`src/rtl/nvme_pcie_pkg.sv`:
```
// Shared PCIe/NVMe definitions: FSM states, request types,
// doorbell offsets and RQ descriptor field positions.
package nvme_pcie_pkg;

  typedef enum logic [1:0] {
    ST_IDLE,
    ST_DESC,
    ST_DATA,
    ST_DONE
  } dbl_state_e;

  localparam logic [3:0]  REQ_TYPE_MEMWR  = 4'b0001;
  localparam logic [63:0] NVME_DBL_OFFSET = 64'h1000;

  localparam int DESC_ADDR_LSB    = 0;
  localparam int DESC_DWCNT_LSB   = 64;
  localparam int DESC_DWCNT_W     = 11;
  localparam int DESC_REQTYPE_LSB = 75;
  localparam int DESC_REQID_LSB   = 80;
  localparam int DESC_TAG_LSB     = 96;

  function automatic logic [63:0] dbl_addr(
    logic [63:0] base,
    int unsigned idx,
    int unsigned dstrd
  );
    return base + NVME_DBL_OFFSET + (64'(idx) << (2 + dstrd));
  endfunction

endpackage

```
`src/rtl/rq_mwr_desc.sv`:
```
// Builds the 128-bit RQ descriptor of a Memory Write request.
// Tag, TC, attributes and poison are all left at zero.
module rq_mwr_desc
  import nvme_pcie_pkg::*;
(
  input  logic [63:0]  addr_i,
  input  logic [10:0]  dw_cnt_i,
  input  logic [15:0]  req_id_i,
  output logic [127:0] desc_o
);

  // Pack the fields; address is forced DW-aligned
  always_comb begin
    desc_o = '0;
    desc_o[DESC_ADDR_LSB +: 64] = addr_i & ~64'd3;
    desc_o[DESC_DWCNT_LSB +: DESC_DWCNT_W] = dw_cnt_i;
    desc_o[DESC_REQTYPE_LSB +: 4] = REQ_TYPE_MEMWR;
    desc_o[DESC_REQID_LSB +: 16] = req_id_i;
  end

endmodule

```
`src/rtl/nvme_dbl_writer.sv`:
```
// Turns SQ-tail / CQ-head doorbell requests into 1-DW
// Memory Write TLPs on the PCIe RQ stream.
module nvme_dbl_writer
  import nvme_pcie_pkg::*;
#(
  parameter int          C_DATA_WIDTH        = 128,
  parameter int          KEEP_WIDTH          = C_DATA_WIDTH / 32,
  parameter int          AXI4_RQ_TUSER_WIDTH = 62,
  parameter logic [63:0] BAR0_BASE           = 64'h0000_0000_F700_0000,
  parameter int          DSTRD               = 0,
  parameter int          QID                 = 0,
  parameter logic [15:0] REQ_ID              = 16'h0000
) (
  input  logic                           user_clk,
  input  logic                           user_reset_n,
  input  logic                           user_lnk_up,
  input  logic                           write_sqtdbl,
  input  logic [63:0]                    sqt_addr,
  input  logic                           write_cqhdbl,
  input  logic [63:0]                    cqh_addr,
  output logic                           write_sqtdbl_done,
  output logic                           write_cqhdbl_done,
  output logic [C_DATA_WIDTH-1:0]        s_axis_rq_tdata,
  output logic [KEEP_WIDTH-1:0]          s_axis_rq_tkeep,
  output logic                           s_axis_rq_tlast,
  output logic [AXI4_RQ_TUSER_WIDTH-1:0] s_axis_rq_tuser,
  output logic                           s_axis_rq_tvalid,
  input  logic                           s_axis_rq_tready,
  output logic                           dbl_busy
);

  localparam int unsigned SQ_IDX = 2 * QID;
  localparam int unsigned CQ_IDX = 2 * QID + 1;
  localparam logic [63:0] SQ_DBL = dbl_addr(BAR0_BASE, SQ_IDX, DSTRD);
  localparam logic [63:0] CQ_DBL = dbl_addr(BAR0_BASE, CQ_IDX, DSTRD);

  dbl_state_e  state_q, state_d;
  logic        sq_pend_q, sq_pend_d;
  logic        cq_pend_q, cq_pend_d;
  logic [15:0] sq_val_q, sq_val_d;
  logic [15:0] cq_val_q, cq_val_d;
  logic [15:0] val_q, val_d;
  logic        is_cq_q, is_cq_d;
  logic [127:0] desc;
  logic        unused_ok;

  assign unused_ok = ^{sqt_addr[63:16], cqh_addr[63:16]};

  rq_mwr_desc u_desc (
    .addr_i   (is_cq_q ? CQ_DBL : SQ_DBL),
    .dw_cnt_i (11'd1),
    .req_id_i (REQ_ID),
    .desc_o   (desc)
  );

  // State, pending flags and latched doorbell values
  always_ff @(posedge user_clk or negedge user_reset_n) begin
    if (!user_reset_n) begin
      state_q   <= ST_IDLE;
      sq_pend_q <= 1'b0;
      cq_pend_q <= 1'b0;
      sq_val_q  <= '0;
      cq_val_q  <= '0;
      val_q     <= '0;
      is_cq_q   <= 1'b0;
    end else begin
      state_q   <= state_d;
      sq_pend_q <= sq_pend_d;
      cq_pend_q <= cq_pend_d;
      sq_val_q  <= sq_val_d;
      cq_val_q  <= cq_val_d;
      val_q     <= val_d;
      is_cq_q   <= is_cq_d;
    end
  end

  // Capture requests, arbitrate SQ over CQ, walk the TLP beats
  always_comb begin
    state_d   = state_q;
    sq_pend_d = sq_pend_q;
    cq_pend_d = cq_pend_q;
    sq_val_d  = sq_val_q;
    cq_val_d  = cq_val_q;
    val_d     = val_q;
    is_cq_d   = is_cq_q;
    if (write_sqtdbl) begin
      sq_pend_d = 1'b1;
      sq_val_d  = sqt_addr[15:0];
    end
    if (write_cqhdbl) begin
      cq_pend_d = 1'b1;
      cq_val_d  = cqh_addr[15:0];
    end
    unique case (state_q)
      ST_IDLE: begin
        if (sq_pend_d) begin
          state_d   = ST_DESC;
          is_cq_d   = 1'b0;
          val_d     = sq_val_d;
          sq_pend_d = 1'b0;
        end else if (cq_pend_d) begin
          state_d   = ST_DESC;
          is_cq_d   = 1'b1;
          val_d     = cq_val_d;
          cq_pend_d = 1'b0;
        end
      end
      ST_DESC: if (s_axis_rq_tready) state_d = ST_DATA;
      ST_DATA: if (s_axis_rq_tready) state_d = ST_DONE;
      ST_DONE: state_d = ST_IDLE;
      default: state_d = ST_IDLE;
    endcase
    if (!user_lnk_up) begin
      state_d   = ST_IDLE;
      sq_pend_d = 1'b0;
      cq_pend_d = 1'b0;
      sq_val_d  = '0;
      cq_val_d  = '0;
      val_d     = '0;
      is_cq_d   = 1'b0;
    end
  end

  // RQ beat outputs, decoded purely from registered state
  always_comb begin
    s_axis_rq_tdata  = '0;
    s_axis_rq_tkeep  = '0;
    s_axis_rq_tlast  = 1'b0;
    s_axis_rq_tuser  = '0;
    s_axis_rq_tvalid = 1'b0;
    if (state_q == ST_DESC) begin
      s_axis_rq_tdata[127:0] = desc;
      s_axis_rq_tkeep  = KEEP_WIDTH'(4'hF);
      s_axis_rq_tuser  = AXI4_RQ_TUSER_WIDTH'(8'h0F);
      s_axis_rq_tvalid = 1'b1;
    end else if (state_q == ST_DATA) begin
      s_axis_rq_tdata[31:0] = {16'h0, val_q};
      s_axis_rq_tkeep  = KEEP_WIDTH'(4'h1);
      s_axis_rq_tlast  = 1'b1;
      s_axis_rq_tuser  = AXI4_RQ_TUSER_WIDTH'(8'h0F);
      s_axis_rq_tvalid = 1'b1;
    end
  end

  assign write_sqtdbl_done = (state_q == ST_DONE) && !is_cq_q;
  assign write_cqhdbl_done = (state_q == ST_DONE) && is_cq_q;
  assign dbl_busy = (state_q != ST_IDLE) || sq_pend_q || cq_pend_q;

endmodule

```
`config.mk`:
```
export PLATFORM = sky130hd
export DESIGN_NAME = nvme_dbl_writer
export DESIGN_NICKNAME = d
export VERILOG_FILES = /design/src/rtl/nvme_pcie_pkg.sv /design/src/rtl/rq_mwr_desc.sv /design/src/rtl/nvme_dbl_writer.sv
export SDC_FILE = /design/constraint.sdc
export NUM_CORES = 1
export LEC_CHECK = 0
export CORE_AREA = 2 2 130 132
export DETAILED_ROUTE_END_ITERATION = 7
export DIE_AREA = 0 0 132 134
export SETUP_SLACK_MARGIN = 0.4
export SLEW_MARGIN = 20
export SYNTH_ARGS = -nofsm -noshare
export SYNTH_HDL_FRONTEND = slang
export SYNTH_SLANG_ARGS = --single-unit
```
`constraint.sdc`:
```
create_clock -name user_clk -period 2.5 [get_ports user_clk]
set_clock_uncertainty 0.15 [all_clocks]
set_input_delay 0.5 -clock user_clk [delete_from_list [all_inputs] [get_ports user_clk]]
set_output_delay 0.5 -clock user_clk [all_outputs]
set_load 0.03 [all_outputs]
```
Yosys cells after proc, flatten, opt, wreduce, memory -nomap -nowiden

Cells that the tools add are included.
W data, S select, Z words.

Input bits: 134
Bits in latches: 0
Word-level logic and storage cells: 60
Register bits after elaboration: 53
Memories kept: 0
Memory bits (read-only): 0
RAM bits: 0

Add/sub/neg operators: 0
Bitwise operators: 0
Reductions and logical operators: 9
Divide/modulo/power cells: 0
Eq/ne operators: 8
Shift-type cells: 0
$lt $le $gt $ge: 0
Muxes and demuxes: 36
$mul: 0

Operators by type and width:

| kind                 | count |
|---|---|
| $mux W16             | 9 |
| $mux W44             | 1 |
| $mux W32             | 1 |
| $mux W1              | 15 |
| $mux W4              | 3 |
| $mux W2              | 5 |
| $pmux W2 S4          | 1 |
| $ne A3 B3 Y1 const B | 2 |
| $eq A2 B2 Y1 const B | 2 |
| $ne A4 B3 Y1 const B | 1 |
| $mux W3              | 1 |
| $ne A3 B1 Y1 const B | 1 |
| $reduce_and A3 Y1    | 1 |
| $eq A2 B1 Y1 const B | 1 |
| $logic_and A1 B1 Y1  | 2 |
| $logic_not A2 Y1     | 1 |
| $logic_or A1 B1 Y1   | 2 |
| $ne A2 B1 Y1 const B | 1 |
| $reduce_and A2 Y1    | 1 |
| $reduce_bool A2 Y1   | 1 |
| $logic_not A1 Y1     | 1 |

Logic depth before layout (Yosys ltp)

Depth after elaboration: 5
Mapped depth: 7

Cells and area by module

Synthesis repeated with hierarchy kept, for this count alone.

Cells, all modules: 583
Area total of the unflattened synthesis: 4838.4 um^2

By module, submodules not included:

| module          | times used | seq. area each (um^2) | cells an instance | area each (um^2) |
|---|---|---|---|---|
| nvme_dbl_writer | 1          | 1326.3                | 453               | 3870.0 |
| rq_mwr_desc     | 1          | 0.0                   | 130               | 968.4 |

Worst setup path before layout

No wires, ideal clock.

Path type: flip-flop to output port
Start point: register state_q[1]
End point: output s_axis_rq_tdata[10]
Stages on the path, launching flop included: 6
Arrival time: 1691 ps
Slack: 159 ps
Data required time: 1850 ps
Path through: dfrtp_1 -> inv_1 -> ha_1 -> nor2b_1 -> clkbuf_1 -> and2_1

Cells in the longest elaborated chain, start to end: 3
Elaborated cells between the ends (all ways): 4
Classes of those cells: 2 x eq/ne; 2 x mux

RTL lines:

| item                   | RTL line               | source |
|---|---|---|
| from (decl)            | nvme_dbl_writer.sv:37  | `dbl_state_e state_q, state_d;` |
| from (signal assigned) | nvme_dbl_writer.sv:67  | `state_q <= state_d;` |
| $eq A2 B2 Y1           | nvme_dbl_writer.sv:136 | `end else if (state_q == ST_DATA) begin` |
| $mux W16               | nvme_dbl_writer.sv:136 |  |
| $mux W32 (*)           | nvme_dbl_writer.sv:131 | `if (state_q == ST_DESC) begin` |
| to (decl)              | nvme_dbl_writer.sv:23  | `output logic [C_DATA_WIDTH-1:0] s_axis_rq_tdata,` |

Mark *: on every way between the ends. The rest lies on a longest branch, timed or not.

Worst setup path in the final report

Start point: register state_q[0]
End point: output dbl_busy

Cells in the longest elaborated chain, start to end: 3

RTL lines:

| item                            | RTL line               | source |
|---|---|---|
| $reduce_bool A2 Y1              | nvme_dbl_writer.sv:147 | `assign dbl_busy = (state_q != ST_IDLE) \|\| sq_pend_q \|\| cq_pend_q;` |
| $logic_or A1 B1 Y1 (2 in a row) | nvme_dbl_writer.sv:147 |  |
| to (decl)                       | nvme_dbl_writer.sv:29  | `output logic dbl_busy` |

Every way passes these cells.

==> results by group <==
Yosys
  • Ys async rst share: 1.00
  • Distinct cells, synth: 29
  • Sequential area share after synthesis: 0.347
  • Compound-gate portion of the synthesized area: 0.0612
  • Simple-gate share of the synthesized area: 0.112
  • Post-synth top flop: dfrtp_1
  • Post-Synth XOR/XNOR Area: 0
  • Largest family of logic cells by synthesized area: buffers and inverters
  • Cells after Synth: 408
  • Fraction of synthesized area in multiplexers: 0.0863
  • Area share of fa/ha/maj cells after synthesis: 0.0196
  • Synthesis Warnings: 0
  • Synthesized area: around 3800 um2
  • #FFs+latches synth: 53
  • Post-synthesis area per instance: ~9.4 um2
  • Post-synth EDFFs: 0

Worst setup path
  • Reg2reg start: state_q[0]
  • Worst Path Class, Setup: register to output pin
  • Launch point of the worst path: state_q[0]
  • Worst setup SP type: register
  • Worst EP arrival: 1590 ps
  • Critical path fanouts, max: 4
  • Worst path required time: roughly 1900 ps
  • Critical Path End Type: output pin

Final layout
  • ANT cells: 0
  • Fin nets: between 600 and 700
  • Post-route cell area: roughly 4600 um2
  • Layout cells sized above 1: 0.202
  • # fillers: between 1.5k and 2k
  • Fin cells: 700
  • Synth-to-Final Area Change: 20.4%

Timing
  • Worst hold slack: roughly 200 ps
  • Fin. max-slew vios: 0
  • Worst-Margin Slew: roughly 730 ps
  • Final worst path period need: 2240 ps
  • Setup-failing EPs final: 0
  • Final worst slack: between 200 and 300 ps
  • Normalized max-slew margin: 0.514
  • Setup TNS: 0 ps
  • Fmax: about 450 MHz
  • RSZ-0062 raised after global routing: yes
  • Final period util: 0.897
  • Final hold viol count: 0

Route
  • Vias per cell: roughly 3.4
  • Final WL: about 8400 um
  • WL met3: 537 um
  • Routed vias: about 2.4k
  • Wire per inst: around 12 um
  • TritonRoute pass-1 iters: 4
  • DR DRC count: 0
  • Post-Route M1 WL: 3890 um
  • WL met2: between 4000 and 5000 um
  • Top Layer Used: met3
  • First-iteration detailed-routing DRC count: between 70 and 80
  • ANT nets after route: 0

Worst hold path
  • HP Class: input pin to asynchronous set/reset pin

Flow run
  • Max Cap Viol: 0

Floorplan
  • Initial Utilization: 0.235
  • Die ar.: roughly 18000 um2
  • IO Count: ~330
  • Die Span X: 132 um
  • Die Y: 134 um
  • Placeable Area: between 15000 and 20000 um2
  • Row count: 47

CTS
  • Root buffer cell: clkbuf_16
  • Worst-case clock buffer depth: 2
  • TritonCTS clock tree: yes
  • CTS Buf Count: 5
  • Clock transition at the registers of the reported paths: about 70 ps
  • Hold bufs inserted after CTS: 0
  • H-tree levels: 2
  • Clock sinks: between 50 and 60
  • Clock Latency Late Sink: 280 ps

Pwr
  • P_sw: 1.77 mW
  • Clock power share: 0.202
  • Cell internal pwr: roughly 2.3 mW
  • Worst IR Drop VDD: ~360 uV
  • Pwr per Cell Area: around 880 nW/um2
  • Switching Share: 0.436
  • Seq pwr share: 0.261
  • Logic pwr share: 0.537
  • Lkg Pwr: between 2 and 2.5 nW

Placed design
  • Port bufs: 75
  • Final Wtd Congestion: 0.693
  • Detailed placer's ending HPWL: approximately 6000 um
  • Cell count after placement: between 600 and 700
  • Post-placement cell area: 4290 um2
  • Worst slack, placed: about 110 ps

Global routing
  • Antenna violations before repair: 0
  • Vias in the first global route: 2081
  • First-pass GRT wire length: between 10000 and 15000 um
  • GRT Util Overall: 0.0896
  • Grt total ovfl: 0
  • Largest net degree at the start of global routing: 54

Run status
  • Status: finished clean
-- metrics by stage --
step            util  power (mW)
2_1_floorplan      -        2.77
3_3_place_gp   0.263        3.06
3_5_place_dp   0.263        3.08
4_1_cts        0.277        3.95
5_1_grt        0.283        4.27
6_report       0.283        4.05
-- sequential cells by signal, summed over array words and instances (netlist names) --
register,count
val_q,16
sq_val_q,16
cq_val_q,16
sq_pend_q,1
cq_pend_q,1
state_q,2
is_cq_q,1
-- power groups by stage --
stage	Combinational, mW	Clock (mW)	Sequential (mW)
detailed placement	2.02	0	1.06
finish	2.18	0.819	1.06
global placement	2.00	0	1.06
global route	2.32	0.875	1.07
floorplan	1.72	0	1.05
CTS	2.05	0.849	1.06
-- synthesized netlist by cell type (all sizes together) (3+ instances only) --
master / n / area share
buf: 186 / 0.36
dfrtp: 53 / 0.35
nand2: 36 / 0.035
nor2: 35 / 0.035
mux2i: 33 / 0.086
a32o: 16 / 0.042
and2: 15 / 0.025
ha: 6 / 0.020
clkbuf: 5 / 0.0049
inv: 5 / 0.0049
nor2b: 3 / 0.0069
-- layer usage --
layer | vias to the layer above | global-route usage
met3 | 0 | 0.0208
met4 | 0 | 0.0109
met2 | 121 | 0.145
li1 | 1120 | -
met1 | 1118 | 0.125
met5 | - | 0
-- final timing paths --
check,endpoint,cells after the start,slack (ps)
max in group asynchronous,state_q[1],2,1490
setup / recovery,dbl_busy,5,260
hold / removal,state_q[0],2,200
hold reg to reg,val_q[14],1,350
min in group user_clk,val_q[14],1,350
setup reg to reg,val_q[7],7,620
-- cells in the final DEF (no fill, tap or decap), types with 16 or more instances in the layout --
cell,Yosys,final
a32o_1,16,16
buf_6,3,20
clkdlybuf4s50_1,0,36
conb_1,1,161
dfrtp_1,53,52
mux2i_1,33,33
nand2_1,36,35
nor2_1,34,34
-- layout make-up --
cell class              instances  area (um2)  share of cell area
repair buffers                 95        1040               0.226
well taps                     220         275              0.0598
inverters                       5        21.3             0.00462
clock inverters                 2        37.5             0.00815
multi-input cells             319        1770               0.383
flip-flops and latches         53        1330               0.288
clock buffers                   6         139              0.0301
-- worst max-delay path: stages, from the launching register on --
cell	delay, ps
dfrtp_1	400
inv_2	100
buf_4	130
ha_4	130
or3b_4	390
buf_6	150
-- logic make-up (layout without fill, tap and decap cells) --
logic type,after synthesis,in the layout
AOI/OAI and AO/OA,25,25
buffers and inverters,196,108
adders and majority gates,6,6
muxes,33,33
DFF,53,53
and+or+nand+nor,94,94
other,1,161
-- what timing repair did --
item / in CTS / in global routing
gates resized for setup: 126 / 63
pin swaps: 13 / 2
endpoints found under the setup margin: 38 / 40
buffers inserted: 5 / 2
cloned: 1 / 0
Power figures use the tool's default switching activity.
